<file path="src/rtl/nco_iq_upconverter_pkg.sv">
// Shared widths, state encoding and shift helper for the NCO I/Q upconverter.
package nco_mod_pkg;

  localparam int NCO_W_DEF = 13;
  localparam int IQ_W_DEF  = 12;
  localparam int DAC_W_DEF = 14;
  localparam int SPS_DEF   = 8;
  localparam int SPS_W_DEF = 3;
  localparam int MIDSCALE  = 1 << (DAC_W_DEF - 1);

  typedef enum logic [1:0] {
    IDLE    = 2'd0,
    RUN     = 2'd1,
    STARVED = 2'd2
  } state_t;

  // Right shift that maps the full product-difference range onto the DAC word.
  function automatic int calc_shift(input int iq_w, input int nco_w, input int dac_w);
    return iq_w + nco_w - dac_w;
  endfunction

endpackage

</file>
<file path="src/rtl/nco_iq_upconverter_if.sv">
// Baseband symbol stream into the upconverter.
// valid/ready: a symbol moves on any cycle where sym_valid and sym_ready are both
// high; the source holds sym_i/sym_q stable while sym_valid is high and not taken,
// and sym_ready may depend combinationally on sym_valid's companion inputs.
interface nco_iq_upconverter_if #(
  parameter int IQ_W = 12
);
  logic signed [IQ_W-1:0] sym_i;
  logic signed [IQ_W-1:0] sym_q;
  logic                   sym_valid;
  logic                   sym_ready;

  modport master (output sym_i, output sym_q, output sym_valid, input  sym_ready);
  modport slave  (input  sym_i, input  sym_q, input  sym_valid, output sym_ready);
endinterface

</file>
<file path="src/rtl/nco_iq_upconverter_round_sat.sv">
// Round-half-up, arithmetic shift, saturate and offset-binary conversion.
module iq_round_sat #(
  parameter int IN_W  = 26,
  parameter int OUT_W = 14,
  parameter int SHIFT = 11
) (
  input  logic signed [IN_W-1:0] d,
  output logic [OUT_W-1:0]       code
);

  // One guard bit so adding the rounding constant can never wrap.
  localparam int SUM_W = IN_W + 1;
  localparam logic signed [SUM_W-1:0] HALF  = SUM_W'(1) << (SHIFT - 1);
  localparam logic signed [SUM_W-1:0] MAX_V = (SUM_W'(1) << (OUT_W - 1)) - SUM_W'(1);
  localparam logic signed [SUM_W-1:0] MIN_V = -MAX_V - SUM_W'(1);

  logic signed [SUM_W-1:0] sum;
  logic signed [SUM_W-1:0] r;
  logic [OUT_W-1:0]        sat;

  always_comb begin
    sum = $signed({d[IN_W-1], d}) + HALF;
    r   = sum >>> SHIFT;
    if (r > MAX_V) begin
      sat = MAX_V[OUT_W-1:0];
    end else if (r < MIN_V) begin
      sat = MIN_V[OUT_W-1:0];
    end else begin
      sat = r[OUT_W-1:0];
    end
    code = {~sat[OUT_W-1], sat[OUT_W-2:0]};
  end

endmodule

</file>
<file path="src/rtl/nco_iq_upconverter.sv">
// Mixes held baseband symbols with NCO sin/cos (s = I*cos - Q*sin) and drives an
// offset-binary DAC through a 3-stage clken-gated pipeline; mutes when starved.
module nco_iq_upconverter
  import nco_mod_pkg::*;
#(
  parameter int NCO_W = NCO_W_DEF,
  parameter int IQ_W  = IQ_W_DEF,
  parameter int DAC_W = DAC_W_DEF,
  parameter int SPS   = SPS_DEF,
  parameter int SPS_W = SPS_W_DEF
) (
  input  logic                    clk,
  input  logic                    reset,
  input  logic                    clken,
  input  logic signed [NCO_W-1:0] nco_sin,
  input  logic signed [NCO_W-1:0] nco_cos,
  input  logic                    nco_valid,
  nco_iq_upconverter_if.slave     sym,
  output logic [DAC_W-1:0]        dac_data,
  output logic                    dac_valid,
  output logic                    underflow,
  output state_t                  dbg_state
);

  localparam int P_W = IQ_W + NCO_W;
  localparam int D_W = P_W + 1;
  localparam logic [DAC_W-1:0] MID = {1'b1, {(DAC_W-1){1'b0}}};

  state_t                  state_q, state_d;
  logic [SPS_W-1:0]        cnt_q, cnt_d;
  logic signed [IQ_W-1:0]  sym_i_q, sym_i_d, sym_q_q, sym_q_d;
  logic signed [P_W-1:0]   p_i_q, p_i_d, p_q_q, p_q_d;
  logic                    v1_q, v1_d, v2_q, v2_d;
  logic signed [D_W-1:0]   d_q, d_d;
  logic [DAC_W-1:0]        dac_data_q, dac_data_d;
  logic                    dac_valid_q, dac_valid_d;

  logic                    accept, need_new, xfer;
  logic signed [IQ_W-1:0]  mul_i, mul_q;
  logic [DAC_W-1:0]        rs_code;

  assign accept        = clken & nco_valid;
  assign need_new      = (state_q != RUN) | (cnt_q == SPS_W'(SPS - 1));
  assign sym.sym_ready = accept & need_new;
  assign xfer          = sym.sym_valid & sym.sym_ready;
  // Pulses in the very cycle the starving sample is presented.
  assign underflow     = accept & (state_q == RUN) & need_new & ~xfer;

  always_comb begin
    state_d     = state_q;
    cnt_d       = cnt_q;
    sym_i_d     = sym_i_q;
    sym_q_d     = sym_q_q;
    p_i_d       = p_i_q;
    p_q_d       = p_q_q;
    v1_d        = v1_q;
    d_d         = d_q;
    v2_d        = v2_q;
    dac_data_d  = dac_data_q;
    dac_valid_d = dac_valid_q;
    mul_i       = '0;
    mul_q       = '0;

    if (accept) begin
      if (xfer) begin
        state_d = RUN;
        cnt_d   = '0;
        sym_i_d = sym.sym_i;
        sym_q_d = sym.sym_q;
        mul_i   = sym.sym_i;
        mul_q   = sym.sym_q;
      end else if (!need_new) begin
        cnt_d = cnt_q + SPS_W'(1);
        mul_i = sym_i_q;
        mul_q = sym_q_q;
      end else if (state_q == RUN) begin
        state_d = STARVED;
      end
    end

    // Whole pipeline shares the clock enable; bubbles ride along as valid=0.
    if (clken) begin
      p_i_d       = mul_i * nco_cos;
      p_q_d       = mul_q * nco_sin;
      v1_d        = nco_valid;
      d_d         = p_i_q - p_q_q;
      v2_d        = v1_q;
      dac_valid_d = v2_q;
      if (v2_q) begin
        dac_data_d = rs_code;
      end
    end
  end

  iq_round_sat #(
    .IN_W  (D_W),
    .OUT_W (DAC_W),
    .SHIFT (calc_shift(IQ_W, NCO_W, DAC_W))
  ) u_round_sat (
    .d    (d_q),
    .code (rs_code)
  );

  always_ff @(posedge clk or posedge reset) begin
    if (reset) begin
      state_q     <= IDLE;
      cnt_q       <= '0;
      sym_i_q     <= '0;
      sym_q_q     <= '0;
      p_i_q       <= '0;
      p_q_q       <= '0;
      v1_q        <= 1'b0;
      d_q         <= '0;
      v2_q        <= 1'b0;
      dac_data_q  <= MID;
      dac_valid_q <= 1'b0;
    end else begin
      state_q     <= state_d;
      cnt_q       <= cnt_d;
      sym_i_q     <= sym_i_d;
      sym_q_q     <= sym_q_d;
      p_i_q       <= p_i_d;
      p_q_q       <= p_q_d;
      v1_q        <= v1_d;
      d_q         <= d_d;
      v2_q        <= v2_d;
      dac_data_q  <= dac_data_d;
      dac_valid_q <= dac_valid_d;
    end
  end

  assign dac_data  = dac_data_q;
  assign dac_valid = dac_valid_q;
  assign dbg_state = state_q;

endmodule

</file>
<file path="src/flat_wrapper.sv">
// flat-port wrapper written by rule: the top's interface ports become plain ports
module nco_iq_upconverter_flat import nco_mod_pkg::*;
#(
  parameter int NCO_W = NCO_W_DEF,
  parameter int IQ_W  = IQ_W_DEF,
  parameter int DAC_W = DAC_W_DEF,
  parameter int SPS   = SPS_DEF,
  parameter int SPS_W = SPS_W_DEF
)
  (clk, reset, clken, nco_sin, nco_cos, nco_valid, dac_data, dac_valid, underflow, dbg_state, sym_sym_i, sym_sym_q, sym_sym_valid, sym_sym_ready);
  nco_iq_upconverter_if #(.IQ_W(IQ_W)) sym_i ();
  input  logic clk;
  input  logic reset;
  input  logic clken;
  input  logic signed [NCO_W-1:0] nco_sin;
  input  logic signed [NCO_W-1:0] nco_cos;
  input  logic nco_valid;
  output logic [DAC_W-1:0] dac_data;
  output logic dac_valid;
  output logic underflow;
  output state_t dbg_state;
  input wire logic [$bits(sym_i.sym_i)-1:0] sym_sym_i;
  input wire logic [$bits(sym_i.sym_q)-1:0] sym_sym_q;
  input wire logic [$bits(sym_i.sym_valid)-1:0] sym_sym_valid;
  output wire logic [$bits(sym_i.sym_ready)-1:0] sym_sym_ready;
  assign sym_i.sym_i = sym_sym_i;
  assign sym_i.sym_q = sym_sym_q;
  assign sym_i.sym_valid = sym_sym_valid;
  assign sym_sym_ready = sym_i.sym_ready;
  nco_iq_upconverter #(.NCO_W(NCO_W), .IQ_W(IQ_W), .DAC_W(DAC_W), .SPS(SPS), .SPS_W(SPS_W)) u_core (.clk(clk), .reset(reset), .clken(clken), .nco_sin(nco_sin), .nco_cos(nco_cos), .nco_valid(nco_valid), .sym(sym_i), .dac_data(dac_data), .dac_valid(dac_valid), .underflow(underflow), .dbg_state(dbg_state));
endmodule
</file>
<file path="config.mk">
export PLATFORM = sky130hd
export DESIGN_NAME = nco_iq_upconverter_flat
export DESIGN_NICKNAME = d
export VERILOG_FILES = /design/src/rtl/nco_iq_upconverter_pkg.sv /design/src/rtl/nco_iq_upconverter_if.sv /design/src/rtl/nco_iq_upconverter_round_sat.sv /design/src/rtl/nco_iq_upconverter.sv /design/src/flat_wrapper.sv
export SDC_FILE = /design/constraint.sdc
export NUM_CORES = 1
export LEC_CHECK = 0
export BUFFER_PORTS_ARGS = -buffer_cell sky130_fd_sc_hd__buf_2
export CORE_ASPECT_RATIO = 1.75
export CORE_MARGIN = 8
export CORE_UTILIZATION = 60
export DETAILED_ROUTE_END_ITERATION = 10
export GPL_ROUTABILITY_DRIVEN = 0
export PLACE_DENSITY = 0.78
export SETUP_SLACK_MARGIN = 0.15
export SKIP_CTS_REPAIR_TIMING = 1
export SLEW_MARGIN = 20
export SYNTH_ARGS = -nofsm -noshare
export SYNTH_HDL_FRONTEND = slang
export SYNTH_SLANG_ARGS = --single-unit
</file>
<file path="constraint.sdc">
create_clock -name clk -period 18.3 [get_ports clk]
set_clock_uncertainty 0.05 [all_clocks]
set_input_delay 3.66 -clock clk [delete_from_list [all_inputs] [get_ports clk]]
set_output_delay 3.66 -clock clk [all_outputs]
set_load 0.05 [all_outputs]
</file>
==> results by group <==
Place
  • Port Buffers: 73
  • DP HPWL: 35100 microns
  • Post-Place Worst Slack: 7.49 ns
  • Dpl cells: 2286

Clock tree
  • Worst-Skew Late Latency: 0.36 ns
  • TritonCTS clock tree: built
  • CTS Sinks: 112
  • Worst-path clk slew: 0.08 ns
  • Clk buf depth: 2
  • H-tree levels: 3
  • CTS Root Cell: clkbuf_16
  • CTS buffer count: 9

Floorplan
  • I/O pins: 74
  • Die height: 242 microns
  • Core Box Area: 28600 sq um
  • Die width: 145 microns
  • Initial Util: 61.1%
  • Num rows: 82
  • Die Area: 35100 sq um

Timing
  • Final Critical Period: 10.49 ns
  • # setup viols final: 0
  • RSZ-0062 raised after global routing: no
  • Worst-Margin Slew: 0.884 ns
  • TNS Setup: 0 ns
  • Max Fclk: 95.3 MHz
  • Worst setup margin: 7.81 ns
  • Fin. Hold Viols: 0
  • Final worst path period share: 57.3%
  • Final slew viol count: 0
  • Relative slew slack: 41.1%

Logic synthesis
  • Multiplexer area fraction after synthesis: 3.48%
  • Number of flops mapped to enable cells by yosys: 0
  • Simple-gate share of the synthesized area: 13.4%
  • Synth Cell Area: 17500 sq um
  • Top FF cell, synth: dfrtp_1
  • Synthesized Nets: 2390
  • Yosys reg bits: 112
  • Adder-cell share of the synthesized area: 43.4%
  • Mapped Avg Cell Area: 9.18 sq um
  • Yosys cell types: 66
  • Ys Warns: 0
  • Post-synth ARST share: 100%
  • Largest family of logic cells by synthesized area: adder cells
  • Register area share after synthesis: 16.0%
  • Post-Synth XOR/XNOR Area: 3.05%
  • Post-synthesis compound-gate area fraction: 10.3%
  • Cells after Synth: 1906

Final layout
  • Non-Filler Instances: 2302
  • Final core utilization: 64.3%
  • Diode count: 0
  • Area delta synth->final: 5.22%
  • Final nets: 2403
  • Layout cell share with drive strength beyond 1: 8.42%
  • Commonest cells after routing, fill and taps aside: inv_1 (403), fa_1 (296), nand2_1 (261)
  • Commonest non-fill, non-tap cell in the layout: inv_1
  • Fill cells: 2263

Route
  • DR vias/cell: 5.72
  • # DRC: 0
  • Starting DRT DRC Count: 719
  • Via count: 13200
  • DR WL/cell: 18.3 microns
  • Final ANT Viol Nets: 0
  • Final wirelength: 42200 microns
  • DRT Pass-1 Iters: 5

Setup path
  • Crit. End Element: register
  • CP delay by family, top: adder cells
  • Worst path cell trace: buf_4 > nand3_1 > nor2_4 > buf_4 > a22o_1 > and2_1 > fa_1 > inv_1 > fa_1 > inv_1 > fa_1 > fa_1 > inv_1 > fa_1 > inv_1 > ha_1 > a2111oi_0 > o21ai_0 > a31oi_1 > a21oi_1 > o2111a_1 > a221o_1
  • Critical path arrival: 10.69 ns
  • Crit path buffers/inverters: 6
  • Worst Path Required: 18.50 ns
  • Slowest stage delay, CP: 0.55 ns
  • Worst-path fanout max: 35
  • R2R Setup Slk: 10.90 ns
  • Worst path slowest cell: fa_1
  • Most frequent CP cell: fa_1
  • Worst setup path category: in2reg
  • CP Launch Type: primary input

Pwr
  • Leak: 0.00947 uW
  • Clock network power share: 8.6%
  • Power Density: 131 nW/um^2
  • Sw frac: 50.5%
  • Switching pwr: 1220 uW
  • Total power: 2420 uW
  • P_int: 1200 uW
  • Peak supply drop: 0.0000655 V
  • Comb pwr share: 73.3%
  • Sequential share of power: 18.2%

GRT
  • First-pass GRT wire length: 71000 microns
  • Largest net degree at the start of global routing: 71
  • Initial antenna violation count: 0
  • Total GRT Usage: 25.0%
  • Vias in the first global route: 14600
  • GRT overflow: 0

Min path
  • Hold Path Class: reg2reg

Job
  • Max Cap Viol: 0

Run status
  • Status: finished, final reports clean
==> metrics by stage <==
step / instance area, sq um / hold WS (ns)
2_1_floorplan: 17500 / 0.402
3_3_place_gp: 18100 / 0.408
3_5_place_dp: 18100 / 0.415
4_1_cts: 18400 / 0.433
5_1_grt: 18400 / 0.457
6_report: 18400 / 0.431
==> cells in the mapped netlist, types with 6 or more instances <==
library cell    n  area, sq um
xnor2_1        46          403
a31oi_1         6         37.5
nand2b_1       15         93.8
a21o_1         23          173
nor3_1          8         40.0
buf_1           6         22.5
o211ai_1        7         52.6
ha_1          133         1660
and3_1          9         56.3
nor2b_1         6         37.5
nand3_1        19         95.1
nand2_1       261          980
clkbuf_1       63          236
dfrtp_1       111         2780
and2_1         97          607
nor2_1         60          225
mux2i_1         9         90.1
xor2_1         15          131
inv_1         404         1520
a22o_1         26          228
or3_1           6         37.5
o21a_1         10         75.1
a21oi_1        58          290
a211oi_1        8         60.1
or2_2           7         43.8
o21ai_0        65          325
mux2_2         46          518
fa_1          296         5930
buf_2           8         40.0
==> state kept, by name (all words and copies together) (netlist names), 2 cells and up <==
register,count
u_core.d_q,16
u_core.sym_i_q,12
u_core.p_i_q,25
u_core.dbg_state,2
u_core.sym_q_q,12
u_core.dac_data,14
u_core.cnt_q,3
u_core.p_q_q,25
==> final cells by class <==
cell class | instances | area [sq um] | share of cell area, %
sequential | 112 | 2800 | 15.2
timing repair buffer | 79 | 413 | 2.24
clock buffer | 10 | 239 | 1.30
inverter | 405 | 1520 | 8.27
tap | 378 | 473 | 2.57
clock inverter | 6 | 73.8 | 0.401
multi-input combinational | 1312 | 12900 | 70.0
==> worst register-to-register path, stage by stage (launching register included) <==
cell,delay (ns)
dfrtp_1,0.40
ha_1,0.20
ha_1,0.19
or2_2,0.31
nor2_2,0.10
buf_4,0.31
a22o_1,0.54
nand2_1,0.15
fa_1,0.54
fa_1,0.56
inv_1,0.06
fa_1,0.52
fa_1,0.55
inv_1,0.05
fa_1,0.53
inv_1,0.04
ha_1,0.33
a2111oi_0,0.40
o21ai_0,0.26
a31oi_1,0.45
a21oi_1,0.20
o2111a_1,0.29
a221o_1,0.26
==> power by group through the flow <==
stage               registers, uW  clock network, uW  logic, uW
detailed placement            442                  0       1750
floorplan                     478                  0       1290
CTS                           438                211       1770
global placement              437                  0       1690
global route                  452                220       1980
finish                        439                207       1770
==> final timing paths <==
kind / start / end / cells after the start
setup reg to reg: u_core.cnt_q[0]$_DFFE_PP0P_ / u_core.p_i_q[24]$_DFFE_PP0P_ / 22
max in group asynchronous: reset / u_core.sym_i_q[7]$_DFFE_PP0P_ / 3
hold / removal: u_core.dac_data[9]$_DFFE_PP0P_ / u_core.dac_data[9]$_DFFE_PP0P_ / 2
setup / recovery: clken / u_core.p_i_q[24]$_DFFE_PP0P_ / 22
min in group asynchronous: reset / u_core.dac_valid$_DFFE_PP0P_ / 2
hold reg to reg: u_core.dac_data[9]$_DFFE_PP0P_ / u_core.dac_data[9]$_DFFE_PP0P_ / 2
==> per-layer routing <==
| layer | routed length [microns] | track usage (%) | vias up |
|---|---|---|---|
| met2 | 24000 | 49.0 | 420 |
| met5 | 0 | 0 | - |
| met3 | 1550 | 2.52 | 160 |
| met4 | 3000 | 17.2 | 0 |
| li1 | - | - | 5954 |
| met1 | 13700 | 23.9 | 6631 |
==> cells by family after synthesis <==
kind of cell,count (synthesis)
adder cells (fa/ha/maj),429
flip-flops,112
multiplexers,55
buffers and inverters,482
XOR/XNOR,61
AO/OA/AOI/OAI,262
AND/OR/NAND/NOR,505
Power figures use the tool's default switching activity.
